### src/rtl/alpha_level_solver_if.sv
// alpha_level_solver_if: request/result handshake bundle for the alpha level solver
interface alpha_level_solver_if;
  logic       in_valid;
  logic       in_ready;
  logic [7:0] pixel_in;
  logic [7:0] target_in;
  logic       out_valid;
  logic       out_ready;
  logic [7:0] alpha_out;
  logic [7:0] pixel_achieved;
  logic       exact;
  modport master (
    output in_valid, pixel_in, target_in, out_ready,
    input  in_ready, out_valid, alpha_out, pixel_achieved, exact
  );
  modport slave (
    input  in_valid, pixel_in, target_in, out_ready,
    output in_ready, out_valid, alpha_out, pixel_achieved, exact
  );
endinterface

### src/rtl/alpha_level_solver.sv
// alpha_level_solver: binary search for the smallest alpha whose level-adjust output reaches a target
module alpha_level_solver #(
  parameter bit PIPE_EVAL = 1'b0
) (
  input logic clk,
  input logic rst,
  alpha_level_solver_if.slave s
);
  typedef enum logic [1:0] {IDLE, SEARCH, DONE} state_t;
  state_t     state, state_n;
  logic [7:0] p, t, p_n, t_n, alpha, alpha_n, pix, pix_n, f_c, f_q, fv, lh_sum;
  logic [6:0] lo, hi, lo_n, hi_n, mid, a;
  logic       ex, ex_n, ph, ph_n, go;
  function automatic logic [7:0] curve(input logic [7:0] x, input logic [6:0] k);
    logic        low;
    logic [7:0]  inv;
    logic [6:0]  ka;
    logic [15:0] prod, d;
    logic [31:0] sc;
    logic [16:0] sum;
    low  = k <= 7'd50;
    inv  = 8'd255 - x;
    ka   = k - 7'd50;
    prod = low ? {8'd0, x} * {9'd0, k} : {8'd0, inv} * {9'd0, ka};
    sc   = {16'd0, prod} * 32'd1311;
    d    = 16'(sc >> 16);
    sum  = low ? {1'b0, d} : {9'd0, x} + {1'b0, d};
    return sum > 17'd255 ? 8'd255 : sum[7:0];
  endfunction
  assign lh_sum = {1'b0, lo} + {1'b0, hi};
  assign mid    = lh_sum[7:1];
  assign a      = lo == hi ? lo : mid;
  assign f_c    = curve(p, a);
  // With the registered evaluation, only the second cycle of each pair acts, on the stored curve value
  assign go     = !PIPE_EVAL || ph;
  assign fv     = PIPE_EVAL ? f_q : f_c;
  assign s.in_ready       = state == IDLE;
  assign s.out_valid      = state == DONE;
  assign s.alpha_out      = alpha;
  assign s.pixel_achieved = pix;
  assign s.exact          = ex;
  // Next-state and search-step logic
  always_comb begin
    state_n = state;
    p_n     = p;
    t_n     = t;
    lo_n    = lo;
    hi_n    = hi;
    alpha_n = alpha;
    pix_n   = pix;
    ex_n    = ex;
    ph_n    = 1'b0;
    case (state)
      IDLE: if (s.in_valid) begin
        p_n     = s.pixel_in;
        t_n     = s.target_in;
        lo_n    = 7'd0;
        hi_n    = 7'd100;
        state_n = SEARCH;
      end
      SEARCH: begin
        ph_n = PIPE_EVAL ? !ph : 1'b0;
        if (go) begin
          if (lo == hi) begin
            alpha_n = {1'b0, lo};
            pix_n   = fv;
            ex_n    = fv == t;
            state_n = DONE;
          end else if (fv >= t) hi_n = mid;
          else lo_n = mid + 7'd1;
        end
      end
      DONE: state_n = s.out_ready ? IDLE : DONE;
      default: state_n = IDLE;
    endcase
  end
  // State and datapath registers
  always_ff @(posedge clk) begin
    if (rst) begin
      state <= IDLE;
      p     <= '0;
      t     <= '0;
      lo    <= '0;
      hi    <= '0;
      alpha <= '0;
      pix   <= '0;
      ex    <= 1'b0;
      ph    <= 1'b0;
      f_q   <= '0;
    end else begin
      state <= state_n;
      p     <= p_n;
      t     <= t_n;
      lo    <= lo_n;
      hi    <= hi_n;
      alpha <= alpha_n;
      pix   <= pix_n;
      ex    <= ex_n;
      ph    <= ph_n;
      f_q   <= f_c;
    end
  end
endmodule

### src/flat_wrapper.sv
// flat-port wrapper written by rule: the top's interface ports become plain ports
module alpha_level_solver_flat 
#(
  parameter bit PIPE_EVAL = 1'b0
)
  (clk, rst, s_in_valid, s_pixel_in, s_target_in, s_out_ready, s_in_ready, s_out_valid, s_alpha_out, s_pixel_achieved, s_exact);
  alpha_level_solver_if s_i ();
  input logic clk;
  input logic rst;
  input wire logic [$bits(s_i.in_valid)-1:0] s_in_valid;
  input wire logic [$bits(s_i.pixel_in)-1:0] s_pixel_in;
  input wire logic [$bits(s_i.target_in)-1:0] s_target_in;
  input wire logic [$bits(s_i.out_ready)-1:0] s_out_ready;
  output wire logic [$bits(s_i.in_ready)-1:0] s_in_ready;
  output wire logic [$bits(s_i.out_valid)-1:0] s_out_valid;
  output wire logic [$bits(s_i.alpha_out)-1:0] s_alpha_out;
  output wire logic [$bits(s_i.pixel_achieved)-1:0] s_pixel_achieved;
  output wire logic [$bits(s_i.exact)-1:0] s_exact;
  assign s_i.in_valid = s_in_valid;
  assign s_i.pixel_in = s_pixel_in;
  assign s_i.target_in = s_target_in;
  assign s_i.out_ready = s_out_ready;
  assign s_in_ready = s_i.in_ready;
  assign s_out_valid = s_i.out_valid;
  assign s_alpha_out = s_i.alpha_out;
  assign s_pixel_achieved = s_i.pixel_achieved;
  assign s_exact = s_i.exact;
  alpha_level_solver #(.PIPE_EVAL(PIPE_EVAL)) u_core (.clk(clk), .rst(rst), .s(s_i));
endmodule
### config.mk
export PLATFORM = sky130hd
export DESIGN_NAME = alpha_level_solver_flat
export DESIGN_NICKNAME = d
export VERILOG_FILES = /design/src/rtl/alpha_level_solver_if.sv /design/src/rtl/alpha_level_solver.sv /design/src/flat_wrapper.sv
export SDC_FILE = /design/constraint.sdc
export NUM_CORES = 1
export LEC_CHECK = 0
export BUFFER_PORTS_ARGS = -buffer_cell sky130_fd_sc_hd__clkbuf_2
export CAP_MARGIN = 20
export CELL_PAD_IN_SITES_DETAIL_PLACEMENT = 1
export CELL_PAD_IN_SITES_GLOBAL_PLACEMENT = 2
export CORE_MARGIN = 1.5
export CORE_UTILIZATION = 30
export DETAILED_ROUTE_END_ITERATION = 16
export GPL_TIMING_DRIVEN = 0
export HOLD_SLACK_MARGIN = 0.03
export MAX_ROUTING_LAYER = met4
export PLACE_DENSITY_LB_ADDON = 0.1
export SYNTH_ARGS = -nofsm -noshare
export SYNTH_HDL_FRONTEND = slang
export SYNTH_SLANG_ARGS = --single-unit
### constraint.sdc
create_clock -name clk -period 16.5 [get_ports clk]
set_input_delay 1.65 -clock clk [delete_from_list [all_inputs] [get_ports clk]]
set_output_delay 1.65 -clock clk [all_outputs]
set_load 0.005 [all_outputs]
==> out/results.tsv <==
metric	value	unit
Worst R2R Start	u_core.lo[3]	
slowest cell delay on critical path	0.61	ns
commonest non-fill, non-tap cell in the layout	ha_1	
first-pass GRT wire length	48700	um
Critical Path AT	15.64	ns
Final nets	1623	
crit end category	flop	
# H-tree levels	2	
hold slack	0.458	ns
DR vias	8395	
WHS Endpoint	u_core.t[1]	
row count	67	
full die area	35700	um^2
Root Buffer	clkbuf_16	
outcome	finished clean	
CTS tree	yes	
cells after synthesis	1240	
gr ovfl total	0	
post-layout min period	15.48	ns
1st-iter DRT viols	169	
vias per cell	4.82	
drt pass-1 iters	4	
Max clock buf depth	2	
layout cells sized above 1	0.0896	
Slew @ Worst Pin	0.727	ns
HP Start	u_core.t[1]	
Reg2Reg Setup Slack	1.02	ns
CTS buffer count	5	
Final Hold Fails	0	
Worst Path Class, Setup	reg -> reg	
Final setup viols	0	
Cell variety after synth	68	
Clock Sinks	48	
reg2reg path depth	60	
initial antenna violation count	0	
Hold Path Cell Cnt	2	
Netlist Area Pre-Place	10400	um^2
max-slew violation count	0	
Initial Util	0.307	
clock skew	0.00933	ns
Synth Warn #	0	
Die Width	189	um
Min-Delay Path Class	reg -> reg	
total global routing track utilization	0.177	
WL final	29400	um
synthesized area per cell	8.37	um^2
top-level port count	39	
unrepaired setup endpoints after global routing	no	
Post-DRT Antenna Nets	0	
asr flop ratio synth	0	
number of I/O port buffers	36	
number of synthesized flops with an enable pin	0	
vias in the first global route	8940	
DRC violation count after routing	0	
max-cap violation count	0	
Max Fclk	64.6	MHz
Rel. slew slack	0.513	
Post-CTS Hold Buffers	0	
Syn-to-layout area delta	10.5	%
pin count of the biggest net entering global routing	17	
CP Data Required Time	16.67	ns
Slowest cell on crit path	or4_4	
Core Region	33800	um^2
clk_lat worst skew	0.30	ns
sequential area share after synthesis	0.0926	
syn nets	1569	
Synth Register Bits	48	
clock slew at reported path FFs	0.07	ns
Synth Flop Type	dfxtp_1	
CP Launch Type	flop	
Fillers	4059	
Final Util	0.339	
Period Utilization, post-route	0.938	
RePlAce Congestion	0.808	
Die H	189	um
most frequent cells in the layout	200 x ha_1, 192 x inv_1, 119 x nand2_1, 109 x fa_1, 94 x nor2_1	
FF-to-FF End	u_core.hi[4]	
Antenna diodes	0	
crit path max fanout	10	
hpwl dp	25200	um
WL/cell	16.9	um
==> Yosys cell counts, types with 3 or more instances <==
master | n | share of area
ha_1 | 200 | 0.24
inv_1 | 193 | 0.070
nand2_1 | 120 | 0.043
fa_1 | 109 | 0.21
nor2_1 | 96 | 0.035
a21oi_1 | 71 | 0.034
dfxtp_1 | 48 | 0.093
xnor2_1 | 42 | 0.035
and2_1 | 32 | 0.019
clkbuf_1 | 28 | 0.010
o21ai_0 | 25 | 0.012
nor3_1 | 19 | 0.0092
o211ai_1 | 19 | 0.014
nand3_1 | 18 | 0.0087
or2_2 | 18 | 0.011
nand2b_1 | 17 | 0.010
xor2_1 | 16 | 0.014
nor2b_1 | 14 | 0.0084
o21bai_1 | 14 | 0.010
a21o_1 | 13 | 0.0094
a211oi_1 | 12 | 0.0087
a31oi_1 | 10 | 0.0060
mux2i_1 | 9 | 0.0087
o21a_1 | 9 | 0.0065
a311oi_1 | 6 | 0.0051
or3_1 | 6 | 0.0036
and3_1 | 5 | 0.0030
nand4_1 | 5 | 0.0030
o21ai_1 | 5 | 0.0024
a2111oi_0 | 3 | 0.0025
buf_6 | 3 | 0.0033
mux2_2 | 3 | 0.0033
nand3b_1 | 3 | 0.0022
nor3b_1 | 3 | 0.0022
nor4_1 | 3 | 0.0018
o31ai_1 | 3 | 0.0022
==> worst max path at each step <==
| stage | depth (start not counted) | startpoint | slack [ns] | endpoint |
|---|---|---|---|---|
| detailed placement | 58 | u_core.lo[2] | -0.83 | u_core.hi[4] |
| CTS | 59 | u_core.lo[2] | 0.13 | u_core.hi[4] |
| finish | 60 | u_core.lo[3] | 1.02 | u_core.hi[4] |
| global route | 60 | u_core.lo[3] | 0.07 | u_core.hi[4] |
| global placement | 57 | u_core.lo[2] | -0.91 | u_core.hi[3] |
| floorplan | 59 | u_core.lo[2] | 2.62 | u_core.hi[4] |
==> sequential cells by signal, indices dropped and copies added, names as in the netlist <==
signal and flops:
u_core.p 8, u_core.s.pixel_achieved 8, u_core.t 8, u_core.hi 7
u_core.lo 7, u_core.s.alpha_out 7, u_core.state 2, u_core.s.exact 1
==> through the flow <==
stage | area [um^2] | setup slack, ns | setup TNS (ns) | cells
finish | 11500 | 1.02 | 0 | 1743
global route | 11500 | 0.0697 | 0 | 1743
CTS | 11300 | 0.130 | 0 | 1733
detailed placement | 11100 | -0.826 | -9.32 | 1725
global placement | 11100 | -0.910 | -10.32 | 1724
floorplan | 10400 | 2.62 | 0 | 1240
==> logic make-up (layout without fill, tap and decap cells) <==
logic type	after synthesis	count (layout)	synth area share
AND/OR/NAND/NOR	369	369	0.171
adder cells (fa/ha/maj)	309	309	0.451
buffers and inverters	232	287	0.0870
AO/OA/AOI/OAI	208	208	0.132
XOR/XNOR	58	58	0.0489
flip-flops	48	48	0.0926
multiplexers	15	15	0.0176
other	1	1	0.000361
==> layer usage <==
layer / global-route usage / wire length, um
met3: 0.0113 / 292
met1: 0.241 / 14800
met2: 0.298 / 14200
met4: 0.0159 / 201
met5: - / 0
==> cell type report <==
cell class / count / area (um^2) / share of cell area
multi-input cells: 960 / 8600 / 0.750
well taps: 448 / 561 / 0.0489
inverters: 196 / 736 / 0.0642
repair buffers: 48 / 267 / 0.0232
flip-flops and latches: 48 / 962 / 0.0839
clock inverters: 3 / 46.3 / 0.00404
clock buffers: 5 / 125 / 0.0109
plain buffers: 35 / 166 / 0.0145
==> timing repair <==
action                                 4_1_cts  5_1_grt
setup endpoints to repair                   14       14
gates cloned                                 0        0
endpoints found under the hold margin        0        0
buffers inserted                             0       11
pin swaps                                    0        1
gates resized for setup                      7       18
==> worst max-delay path, delay by kind of cell (launching register included) <==
kind	cells	cell delay, ns
fa+ha+maj	16	6.44
compound gates	15	3.14
simple gates	13	2.76
buf+inv	11	1.37
xor+xnor	4	0.91
flops	1	0.48
mux	1	0.24
Power is not shown: default switching activity piles up to over one toggle a cycle in this logic, so the estimate is an artifact.
